[src/rtl/online_digit_frame_ctrl.sv]
// online_digit_frame_ctrl
//   MSD-first digit-serial frame controller for an attached online (signed-digit) unit.
//   Takes a parallel operand pair over valid/ready, streams digits MSD-first to the unit,
//   collects NUM_DIGITS or 2*NUM_DIGITS result digits after the unit's online delay, flushes
//   GAP zero-digit cycles, then presents the collected word over valid/ready.
//
// Ports
//   clk, rst_n            clock (rising edge), asynchronous active-low reset
//   in_valid/in_ready     operand handshake; in_ready is high only while idle
//   in_x, in_y            operands, most significant digit in the top DIGIT_BITS
//   in_full               1: collect 2*NUM_DIGITS result digits, 0: NUM_DIGITS
//   frame_start           high in frame cycle 0 only (clears unit state)
//   x_dig, y_dig          digits to the unit, zero outside the feed phase
//   z_dig                 result digit from the unit, used only inside the capture window
//   res_valid/res_ready   result handshake
//   res_data              result word, first captured digit in the top DIGIT_BITS
//   res_full              in_full value latched for this frame
//   busy                  controller is not idle

module online_digit_frame_ctrl #(
    parameter int unsigned NUM_DIGITS = 4,
    parameter int unsigned DIGIT_BITS = 3,
    parameter int unsigned DELTA      = 2,
    parameter int unsigned GAP        = 2
) (
    input  logic                               clk,
    input  logic                               rst_n,
    input  logic                               in_valid,
    output logic                               in_ready,
    input  logic [NUM_DIGITS*DIGIT_BITS-1:0]   in_x,
    input  logic [NUM_DIGITS*DIGIT_BITS-1:0]   in_y,
    input  logic                               in_full,
    output logic                               frame_start,
    output logic [DIGIT_BITS-1:0]              x_dig,
    output logic [DIGIT_BITS-1:0]              y_dig,
    input  logic [DIGIT_BITS-1:0]              z_dig,
    output logic                               res_valid,
    input  logic                               res_ready,
    output logic [2*NUM_DIGITS*DIGIT_BITS-1:0] res_data,
    output logic                               res_full,
    output logic                               busy
);

    localparam int unsigned OpW  = NUM_DIGITS * DIGIT_BITS;
    localparam int unsigned ResW = 2 * OpW;
    localparam int unsigned CntW = $clog2(DELTA + 2 * NUM_DIGITS + GAP + 1);

    typedef enum logic [2:0] {StIdle, StFeed, StDrain, StFlush, StHold} state_e;

    state_e            state_q, state_d;
    logic [CntW-1:0]   cnt_q, cnt_d;
    logic [OpW-1:0]    x_sr_q, x_sr_d;
    logic [OpW-1:0]    y_sr_q, y_sr_d;
    logic [ResW-1:0]   res_data_q, res_data_d;
    logic              res_full_q, res_full_d;
    logic              res_valid_q, res_valid_d;

    logic [CntW-1:0]   frame_len;
    logic              feed_last;
    logic              frame_last;
    logic              flush_last;
    logic              capture;
    logic [ResW-1:0]   shifted;

    // Frame length depends on the result length latched at accept time.
    assign frame_len  = res_full_q ? CntW'(DELTA + 2 * NUM_DIGITS) : CntW'(DELTA + NUM_DIGITS);
    assign feed_last  = (cnt_q == CntW'(NUM_DIGITS - 1));
    assign frame_last = (cnt_q == frame_len - CntW'(1));
    assign flush_last = (cnt_q == frame_len + CntW'(GAP) - CntW'(1));
    // Capture can start while still feeding when DELTA < NUM_DIGITS.
    assign capture    = ((state_q == StFeed) || (state_q == StDrain)) && (cnt_q >= CntW'(DELTA));
    assign shifted    = {res_data_q[ResW-DIGIT_BITS-1:0], z_dig};

    always_comb begin
        state_d     = state_q;
        cnt_d       = cnt_q;
        x_sr_d      = x_sr_q;
        y_sr_d      = y_sr_q;
        res_data_d  = res_data_q;
        res_full_d  = res_full_q;
        res_valid_d = res_valid_q;

        if (capture) begin
            // A truncated result ends up in the lower half; left-justify it on the last digit.
            if (frame_last && !res_full_q) begin
                res_data_d = {shifted[OpW-1:0], {OpW{1'b0}}};
            end else begin
                res_data_d = shifted;
            end
        end

        unique case (state_q)
            StIdle: begin
                if (in_valid) begin
                    state_d    = StFeed;
                    cnt_d      = '0;
                    x_sr_d     = in_x;
                    y_sr_d     = in_y;
                    res_full_d = in_full;
                    res_data_d = '0;
                end
            end
            StFeed, StDrain: begin
                cnt_d = cnt_q + CntW'(1);
                if (state_q == StFeed) begin
                    x_sr_d = x_sr_q << DIGIT_BITS;
                    y_sr_d = y_sr_q << DIGIT_BITS;
                end
                if (frame_last) begin
                    if (GAP == 0) begin
                        state_d     = StHold;
                        res_valid_d = 1'b1;
                    end else begin
                        state_d = StFlush;
                    end
                end else if ((state_q == StFeed) && feed_last) begin
                    state_d = StDrain;
                end
            end
            StFlush: begin
                cnt_d = cnt_q + CntW'(1);
                if (flush_last) begin
                    state_d     = StHold;
                    res_valid_d = 1'b1;
                end
            end
            StHold: begin
                if (res_ready) begin
                    state_d     = StIdle;
                    res_valid_d = 1'b0;
                end
            end
            default: begin
                state_d     = StIdle;
                res_valid_d = 1'b0;
            end
        endcase
    end

    always_ff @(posedge clk or negedge rst_n) begin
        if (!rst_n) begin
            state_q     <= StIdle;
            cnt_q       <= '0;
            x_sr_q      <= '0;
            y_sr_q      <= '0;
            res_data_q  <= '0;
            res_full_q  <= 1'b0;
            res_valid_q <= 1'b0;
        end else begin
            state_q     <= state_d;
            cnt_q       <= cnt_d;
            x_sr_q      <= x_sr_d;
            y_sr_q      <= y_sr_d;
            res_data_q  <= res_data_d;
            res_full_q  <= res_full_d;
            res_valid_q <= res_valid_d;
        end
    end

    assign in_ready    = (state_q == StIdle);
    assign busy        = (state_q != StIdle);
    assign frame_start = (state_q == StFeed) && (cnt_q == '0);
    assign x_dig       = (state_q == StFeed) ? x_sr_q[OpW-1 -: DIGIT_BITS] : '0;
    assign y_dig       = (state_q == StFeed) ? y_sr_q[OpW-1 -: DIGIT_BITS] : '0;
    assign res_valid   = res_valid_q;
    assign res_data    = res_data_q;
    assign res_full    = res_full_q;

endmodule

[config.mk]
export PLATFORM = sky130hd
export DESIGN_NAME = online_digit_frame_ctrl
export DESIGN_NICKNAME = d
export VERILOG_FILES = /design/src/rtl/online_digit_frame_ctrl.sv
export SDC_FILE = /design/constraint.sdc
export NUM_CORES = 1
export LEC_CHECK = 0
export BUFFER_PORTS_ARGS = -buffer_cell sky130_fd_sc_hd__buf_2
export CAP_MARGIN = 20
export CORE_MARGIN = 2
export CORE_UTILIZATION = 53
export CTS_CLUSTER_DIAMETER = 200
export DETAILED_ROUTE_END_ITERATION = 10
export GPL_ROUTABILITY_DRIVEN = 0
export PLACE_DENSITY = 0.79
export SLEW_MARGIN = 20
export SYNTH_ARGS = -nofsm -noshare
export SYNTH_HDL_FRONTEND = slang
export SYNTH_SLANG_ARGS = --single-unit
[constraint.sdc]
create_clock -name clk -period 2.2 [get_ports clk]
set_clock_uncertainty 0.15 [all_clocks]
set_input_delay 0.11 -clock clk [delete_from_list [all_inputs] [get_ports clk]]
set_output_delay 0.11 -clock clk [all_outputs]
set_load 0.005 [all_outputs]
==> impl_metrics.tcl, run 1 <==
set metrics [dict create \
    status "finished, final reports clean" \
    min_period_ns 2.06 \
    detail_route.drc_violations 0 \
    crit-reg2reg-launch "cnt_q[1]" \
    pin_count_of_the_biggest_net_entering_global_routing 43 \
    timing.max_slew.rel_slack_pct 55.0 \
    initial_core_utilization_pct 54.9 \
    final_layout_size_suffix_gt1_share_pct 25.3 \
    antennaDiodeCount 0 \
    vias_per_cell 5.56 \
    cts_inserted_buffers 9 \
    timing.reg2reg.setup_slack_ns 0.14 \
    detailedRoute.firstPassIterationCount 5 \
    number_of_top_level_pins 67 \
    p_leak_nw 1.82 \
    seq_cells_post_synth 57 \
    hold_viol_final 0 \
    cts-root-buf "sky130_fd_sc_hd__clkbuf_8" \
    placeableCoreArea_um2 5110 \
    largest_buffer_count_on_any_clock_path 2 \
    grt_pass1_vias 2632 \
    vdd_drop_max_mv 0.806 \
    critical-path-max-stage-delay_ns 0.48 \
    h-tree-depth 3 \
    path_cells "ha_1, nor3b_1, o21ai_0, or3b_2, a41oi_1, a41oi_1" \
    violation_count_after_the_first_detailed_routing_iteration 153 \
    synth_seq_area_share_pct 50.8 \
    critPathKind "flip-flop to flip-flop" \
    pwr_density_cell_nw_per_um2 1490 \
    dp_hpwl_mm 4.32 \
    final-max-slew-violation-count 0 \
    critPathCaptureType "flip-flop" \
    area_delta_synth_final_pct 34.6 \
    critPathMaxFanout 7 \
    first_pass_grt_wire_length_mm 11.9 \
    nNetsFinal 439 \
    tightest_slew_ns 0.675 \
    mappedNetlistArea_um2 2810 \
    vias 2654 \
    io_buffer_count 66 \
    grt_setup_unrepaired "false" \
    synth_warnings 0 \
    worst_path_most_repeated_cell "sky130_fd_sc_hd__a41oi_1" \
    layout_worst_path_cycle_share_pct 93.8 \
    gr-usage-all-layers_pct 25.4 \
    finalSetupTns_ns 0 \
    cp_top_family "simple AND/OR/NAND/NOR gates" \
    required_ns 2.26 \
    routedWlPerCell_um 15.0 \
    globalRoute.totalOverflow 0 \
    cts.reportedPaths.clkPinSlew_ns 0.07 \
    slowest_stage "sky130_fd_sc_hd__dfrtp_1" \
    post-cts-setup-buffer-count 0 \
    max-cap-violations 0 \
    die-area_um2 5890 \
    synth_cell_type_count 34 \
    synthArstFlopShare_pct 100 \
    fin_hold_ws_ns 0.178 \
    worst_hold_path_type "primary input to flip-flop" \
    setup.worst_path.start "cnt_q[1]" \
    chipWidth_um 76.8 \
    syn_nets 341 \
    routed_wl_mm 7.16 \
    worstPathBufferInverterCount 0 \
    cp-start-kind "flip-flop" \
    number_of_nets_with_antenna_violations_after_detailed_routing 0 \
    synth-edff-count 0 \
    fp-row-count 26 \
    insertion_delay_to_the_later_sink_of_the_worst_skew_pair_ns 0.33 \
    cp_data_arrival_time_ns 2.12 \
    most_used_dff_post_synth "sky130_fd_sc_hd__dfrtp_1" \
    tritoncts "built" \
    origin_of_the_worst_min_delay_path "in_valid" \
    clock_sink_count 57 \
    fmax_mhz 485 \
    grt_antenna_before_repair 0 \
    post_synth.cell_area_avg_um2 9.20 \
    dieHeight_um 76.8 \
    final-setup-viol-count 0 \
    synthesis.instances 305 \
]
[cell usage in the layout, fill, tap and decap left out, types with 4 or more instances in the layout]
cell type,instances
sky130_fd_sc_hd__nand2_1,73
sky130_fd_sc_hd__buf_2,66
sky130_fd_sc_hd__dfrtp_1,57
sky130_fd_sc_hd__o21ai_0,30
sky130_fd_sc_hd__dlygate4sd3_1,30
sky130_fd_sc_hd__nor2_1,21
sky130_fd_sc_hd__mux2i_1,19
sky130_fd_sc_hd__a21oi_1,15
sky130_fd_sc_hd__nand3_1,13
sky130_fd_sc_hd__a311oi_1,12
sky130_fd_sc_hd__clkbuf_8,11
sky130_fd_sc_hd__buf_4,11
sky130_fd_sc_hd__and3_1,6
sky130_fd_sc_hd__nor3_1,5
sky130_fd_sc_hd__inv_1,4
sky130_fd_sc_hd__ha_1,4
[path summary, 6_finish.rpt]
path / depth (start not counted) / endpoint
max in group asynchronous: 3 / y_sr_q[4]
min: 4 / state_q[0]
max: 6 / state_q[0]
min reg2reg: 2 / x_sr_q[10]
min in group asynchronous: 2 / y_sr_q[5]
max reg2reg: 6 / state_q[0]
[cell families after synthesis]
kind of cell	count (synthesis)	share of synthesized area (%)
AND/OR/NAND/NOR	129	20.4
adder cells (fa/ha/maj)	4	1.78
flip-flops	57	50.8
buffers and inverters	26	3.88
AO/OA/AOI/OAI	68	15.5
multiplexers	21	7.58
[power by group]
group	internal (W)	leakage, nW	switching (W)	total [W]
Clock	0.000575	0.102	0.000419	0.000995
Sequential	0.00155	0.718	0.000426	0.00198
Combinational	0.00121	0.995	0.00143	0.00264
Total	0.00333	1.82	0.00228	0.00561
[what timing repair did]
item                                    in CTS  in global routing
endpoints found under the setup margin       0                  4
hold endpoints to repair                    61                  0
gates resized for setup                      0                  1
hold buffers                                30                  0
[layout make-up]
type | count | area [µm²]
multi-input cells | 222 | 1300
flip-flops and latches | 57 | 1430
repair buffers | 109 | 753
clock buffers | 12 | 155
clock inverters | 3 | 40.0
fillers | 365 | 1330
well taps | 70 | 87.6
inverters | 4 | 15.0
[Yosys cell counts (2+ instances only)]
| master | instances | area [µm²] |
|---|---|---|
| sky130_fd_sc_hd__nand2_1 | 73 | 274 |
| sky130_fd_sc_hd__dfrtp_1 | 57 | 1430 |
| sky130_fd_sc_hd__o21ai_0 | 30 | 150 |
| sky130_fd_sc_hd__nor2_1 | 21 | 78.8 |
| sky130_fd_sc_hd__mux2i_1 | 19 | 190 |
| sky130_fd_sc_hd__a21oi_1 | 15 | 75.1 |
| sky130_fd_sc_hd__clkbuf_1 | 15 | 56.3 |
| sky130_fd_sc_hd__nand3_1 | 13 | 65.1 |
| sky130_fd_sc_hd__a311oi_1 | 12 | 105 |
| sky130_fd_sc_hd__and3_1 | 6 | 37.5 |
| sky130_fd_sc_hd__buf_2 | 6 | 30.0 |
| sky130_fd_sc_hd__nor3_1 | 5 | 25.0 |
| sky130_fd_sc_hd__ha_1 | 4 | 50.1 |
| sky130_fd_sc_hd__inv_1 | 4 | 15.0 |
| sky130_fd_sc_hd__a41oi_1 | 2 | 17.5 |
| sky130_fd_sc_hd__mux2_2 | 2 | 22.5 |
| sky130_fd_sc_hd__nand2b_1 | 2 | 12.5 |
| sky130_fd_sc_hd__nor3b_1 | 2 | 15.0 |
| sky130_fd_sc_hd__o21a_1 | 2 | 15.0 |
[sequential cells by signal, summed over array words and instances (netlist names)]
| name | cells |
|---|---|
| res_data | 24 |
| x_sr_q | 12 |
| y_sr_q | 12 |
| cnt_q | 4 |
| state_q | 3 |
| res_full | 1 |
| res_valid | 1 |
[metrics by stage]
stage | worst slack (ns) | power, W | util (%) | instance area [µm²] | std cells
floorplan | 0.295 | 0.00366 | - | 2810 | 305
global placement | 0.232 | 0.00441 | 64.0 | 3270 | 432
detailed placement | 0.157 | 0.00451 | 64.0 | 3270 | 432
CTS | 0.134 | 0.00556 | 73.7 | 3770 | 477
global route | 0.0195 | 0.00604 | 74.0 | 3780 | 477
finish | 0.137 | 0.00561 | 74.0 | 3780 | 477
[tightest hold or removal path: cells and delay by family]
kind                   cells  cell delay [ns]
and+or+nand+nor            1             0.11
buffers and inverters      1             0.12
AOI/OAI and AO/OA          2             0.28
[metal layers]
layer	up-vias	global-route usage, %	share of wire, %
met1	1296	30.5	41
met2	85	42.4	52
met5	-	0	0
met4	0	13.3	1.9
met3	17	6.00	5.0
li1	1256	-	-
Power figures use the tool's default switching activity.
==> run 2: changes to the inputs <==
Settings changed: ABC_AREA set to 1.
==> run 2 against run 1 <==
Compared with the run above:
- clock power grew 37%
- via count is 4.8% higher
- critical path depth up 1
- non-clock buffer count is 8 lower
- sequential power decreased by 5%
- critical path type unchanged
- largest cell class unchanged
- largest power group unchanged
==> impl_metrics.tcl, run 2 <==
set metrics [dict create \
    switching_share_pct 42.7 \
    first_pass_grt_wire_length_mm 11.8 \
    initial_core_utilization_pct 55.0 \
    layout_worst_path_cycle_share_pct 89.7 \
    critPathMaxFanout 24 \
    dp.cells 480 \
    post_synth_fa_ha_maj_area_fraction_pct 1.78 \
    finalSetupTns_ns 0 \
    routed_wl_mm 7.38 \
    antennaDiodeCount 0 \
    status "finished, final reports clean" \
    power.sequential.fraction_pct 31.4 \
    endpoint "res_data[17]" \
    synthesis.instances 356 \
    final_layout_size_suffix_gt1_share_pct 23.2 \
    synth_top_family_by_area "simple AND/OR/NAND/NOR gates" \
    tritoncts "built" \
    cp_data_arrival_time_ns 2.07 \
    layout.cells.most_common "sky130_fd_sc_hd__nand2_1" \
    chipWidth_um 76.8 \
    final-setup-viol-count 0 \
    worst-r2r-cell-count 7 \
    mappedNetlistArea_um2 2810 \
    yosysMostFrequentCell "sky130_fd_sc_hd__nand2_1" \
    die-area_um2 5900 \
    share_clk_of_total_power_pct 22.9 \
    routedWlPerCell_um 14.0 \
    flip_flop_count_of_the_largest_register_after_layout 24 \
    violation_count_after_the_first_detailed_routing_iteration 270 \
    cp-start-kind "flip-flop" \
    insertion_delay_to_the_later_sink_of_the_worst_skew_pair_ns 0.34 \
    gr-usage-met2_pct 40.6 \
    stdcell_count 527 \
    largest_buffer_count_on_any_clock_path 2 \
    internal_power_w 0.00342 \
    detail_route.drc_violations 0 \
    fmax_mhz 506 \
    pwr_density_cell_nw_per_um2 1580 \
    critPathKind "flip-flop to flip-flop" \
    grt_antenna_before_repair 0 \
    dieHeight_um 76.8 \
    crit-reg2reg-launch "cnt_q[0]" \
    number_of_top_level_pins 67 \
    cts-root-buf "sky130_fd_sc_hd__clkbuf_8" \
    most_frequent_cells_in_the_layout "sky130_fd_sc_hd__nand2_1 (86), sky130_fd_sc_hd__buf_2 (66), sky130_fd_sc_hd__dfrtp_1 (57)" \
    yosys-top-cells-count "sky130_fd_sc_hd__nand2_1 (86), sky130_fd_sc_hd__dfrtp_1 (57), sky130_fd_sc_hd__o21ai_0 (41), sky130_fd_sc_hd__nand3_1 (33), sky130_fd_sc_hd__nor2_1 (31)" \
    placeableCoreArea_um2 5110 \
    vdd_drop_max_mv 1.13 \
    area_delta_synth_final_pct 34.4 \
    cts_inserted_buffers 9 \
    synth_simple_gate_area_share_pct 25.3 \
    post-cts-setup-buffer-count 0 \
    hold_viol_final 0 \
    switchingPower_w 0.00255 \
    synthArstFlopShare_pct 100 \
    dp_hpwl_mm 4.18 \
    tightest_slew_ns 0.599 \
    synth_top_cell_area_share_pct 50.8 \
    synth_xor_area_share_pct 0.623 \
    globalRoute.totalOverflow 0 \
    synth_seq_area_share_pct 50.8 \
    grt_setup_unrepaired "false" \
    seq_cells_post_synth 57 \
    syn_nets 392 \
    gr-usage-all-layers_pct 25.1 \
    cell_type_with_the_highest_aggregate_area_in_the_netlist "sky130_fd_sc_hd__dfrtp_1" \
    synth-compound-area-share_pct 13.8 \
    vias_per_cell 5.28 \
    fillerInstances 354 \
    max-cap-violations 0 \
    synth_cell_type_count 21 \
    critPathCaptureType "flip-flop" \
    nNetsFinal 488 \
    synth-edff-count 0 \
    min_period_ns 1.97 \
    cts.reportedPaths.clkPinSlew_ns 0.06 \
    io_buffer_count 66 \
    vias 2782 \
    met3_usage_pct 5.41 \
    worst_hold_path_type "primary input to flip-flop" \
    final-max-slew-violation-count 0 \
    setup.worst_path.start "cnt_q[0]" \
    most_used_dff_post_synth "sky130_fd_sc_hd__dfrtp_1" \
    p_leak_nw 1.92 \
    fp-row-count 26 \
    synth.area.mux_share_pct 0 \
    grtUsageMet1_pct 31.6 \
    comb_power_share_pct 45.7 \
    timing.reg2reg.setup_slack_ns 0.23 \
    number_of_nets_with_antenna_violations_after_detailed_routing 0 \
    grt_pass1_vias 2582 \
    h-tree-depth 3 \
    post_synth.cell_area_avg_um2 7.89 \
    pin_count_of_the_biggest_net_entering_global_routing 37 \
    clock_sink_count 57 \
    detailedRoute.firstPassIterationCount 5 \
    timing.max_slew.rel_slack_pct 60.0 \
    synth_warnings 0 \
    required_ns 2.30 \
    synth_top_cells_by_area "sky130_fd_sc_hd__dfrtp_1 (51%), sky130_fd_sc_hd__nand2_1 (11%), sky130_fd_sc_hd__o21ai_0 (7.3%)" \
    worstReg2RegEnd "res_data[17]" \
    grt_busiest_layer "met2" \
]
## run 2: changes by cell type in the layout (fill, tap and decap cells not counted), sizes merged, moves of 9 or more
| cell | delta |
|---|---|
| nor2 | +13 |
| mux2i | -19 |
| nand2 | +13 |
| a311oi | -12 |
| o21ai | +10 |
| a21oi | +9 |
| or2 | +10 |
| nand3 | +20 |
| inv | +31 |
## run 2: cell type report
cell class                      count  area (µm²)  share of cell area (%)
Clock buffer                       11         151                    4.01
Clock inverter                      5         125                    3.31
Inverter                           35         134                    3.54
Multi-Input combinational cell    248        1170                    31.0
Sequential cell                    57        1430                    37.8
Tap cell                           70        87.6                    2.32
Timing Repair Buffer              101         681                    18.0
## run 2: repair_timing
| action | in CTS | in global routing |
|---|---|---|
| hold endpoints to repair | 53 | 0 |
| gates resized for setup | 0 | 2 |
| setup endpoints to repair | 0 | 9 |
| hold buffers | 30 | 0 |
## run 2: worst min-delay path by stage
stage | startpoint | to | slack [ns] | cells past startpoint
after global routing | in_valid | cnt_q[2] | 0.08 | 4
after floorplan | rst_n | cnt_q[0] | -0.34 | 0
after global placement | rst_n | res_data[23] | -0.008 | 1
after detailed placement | rst_n | res_full | -0.001 | 1
after CTS | in_valid | cnt_q[2] | 0.05 | 4
final | in_valid | cnt_q[2] | 0.06 | 4
## run 2: stage by stage
| step | total power, W | cell area [µm²] | hold slack [ns] | util, % | setup WS (ns) |
|---|---|---|---|---|---|
| floorplan | 0.00371 | 2810 | -0.336 | - | 0.490 |
| global placement | 0.00430 | 3190 | -0.00800 | 62.5 | 0.224 |
| detailed placement | 0.00440 | 3190 | -0.00109 | 62.5 | 0.178 |
| CTS | 0.00582 | 3770 | 0.0515 | 73.8 | 0.123 |
| global route | 0.00642 | 3780 | 0.0847 | 74.0 | 0.0662 |
| finish | 0.00597 | 3780 | 0.0598 | 74.0 | 0.226 |
## run 2: power groups by stage
stage	logic, W	registers, W	clock network [W]
global placement	0.00245	0.00186	0
global route	0.00307	0.00192	0.00143
CTS	0.00260	0.00185	0.00136
finish	0.00273	0.00188	0.00136
floorplan	0.00188	0.00182	0
detailed placement	0.00253	0.00187	0
## run 2: logic make-up (layout without fill, tap and decap cells)
| logic type | count (synthesis) | in the layout |
|---|---|---|
| compound gates | 75 | 75 |
| fa+ha+maj | 4 | 4 |
| xor+xnor | 2 | 2 |
| flops | 57 | 57 |
| buf+inv | 52 | 152 |
| simple gates | 166 | 167 |
## run 2: routing by layer
metal / vias up / share of wire (%) / wire [µm]
met5: - / 0 / 0
met4: 0 / 2.4 / 176
met3: 19 / 4.4 / 324
met2: 96 / 49 / 3590
met1: 1323 / 44 / 3280
li1: 1344 / - / -
## run 2: worst max-delay path, stage by stage (launching register included)
cell,delay [ns]
sky130_fd_sc_hd__dfrtp_1,0.41
sky130_fd_sc_hd__inv_1,0.11
sky130_fd_sc_hd__ha_1,0.21
sky130_fd_sc_hd__nor2_1,0.32
sky130_fd_sc_hd__nor2_4,0.15
sky130_fd_sc_hd__inv_4,0.23
sky130_fd_sc_hd__nand2_1,0.11
sky130_fd_sc_hd__a21oi_1,0.20
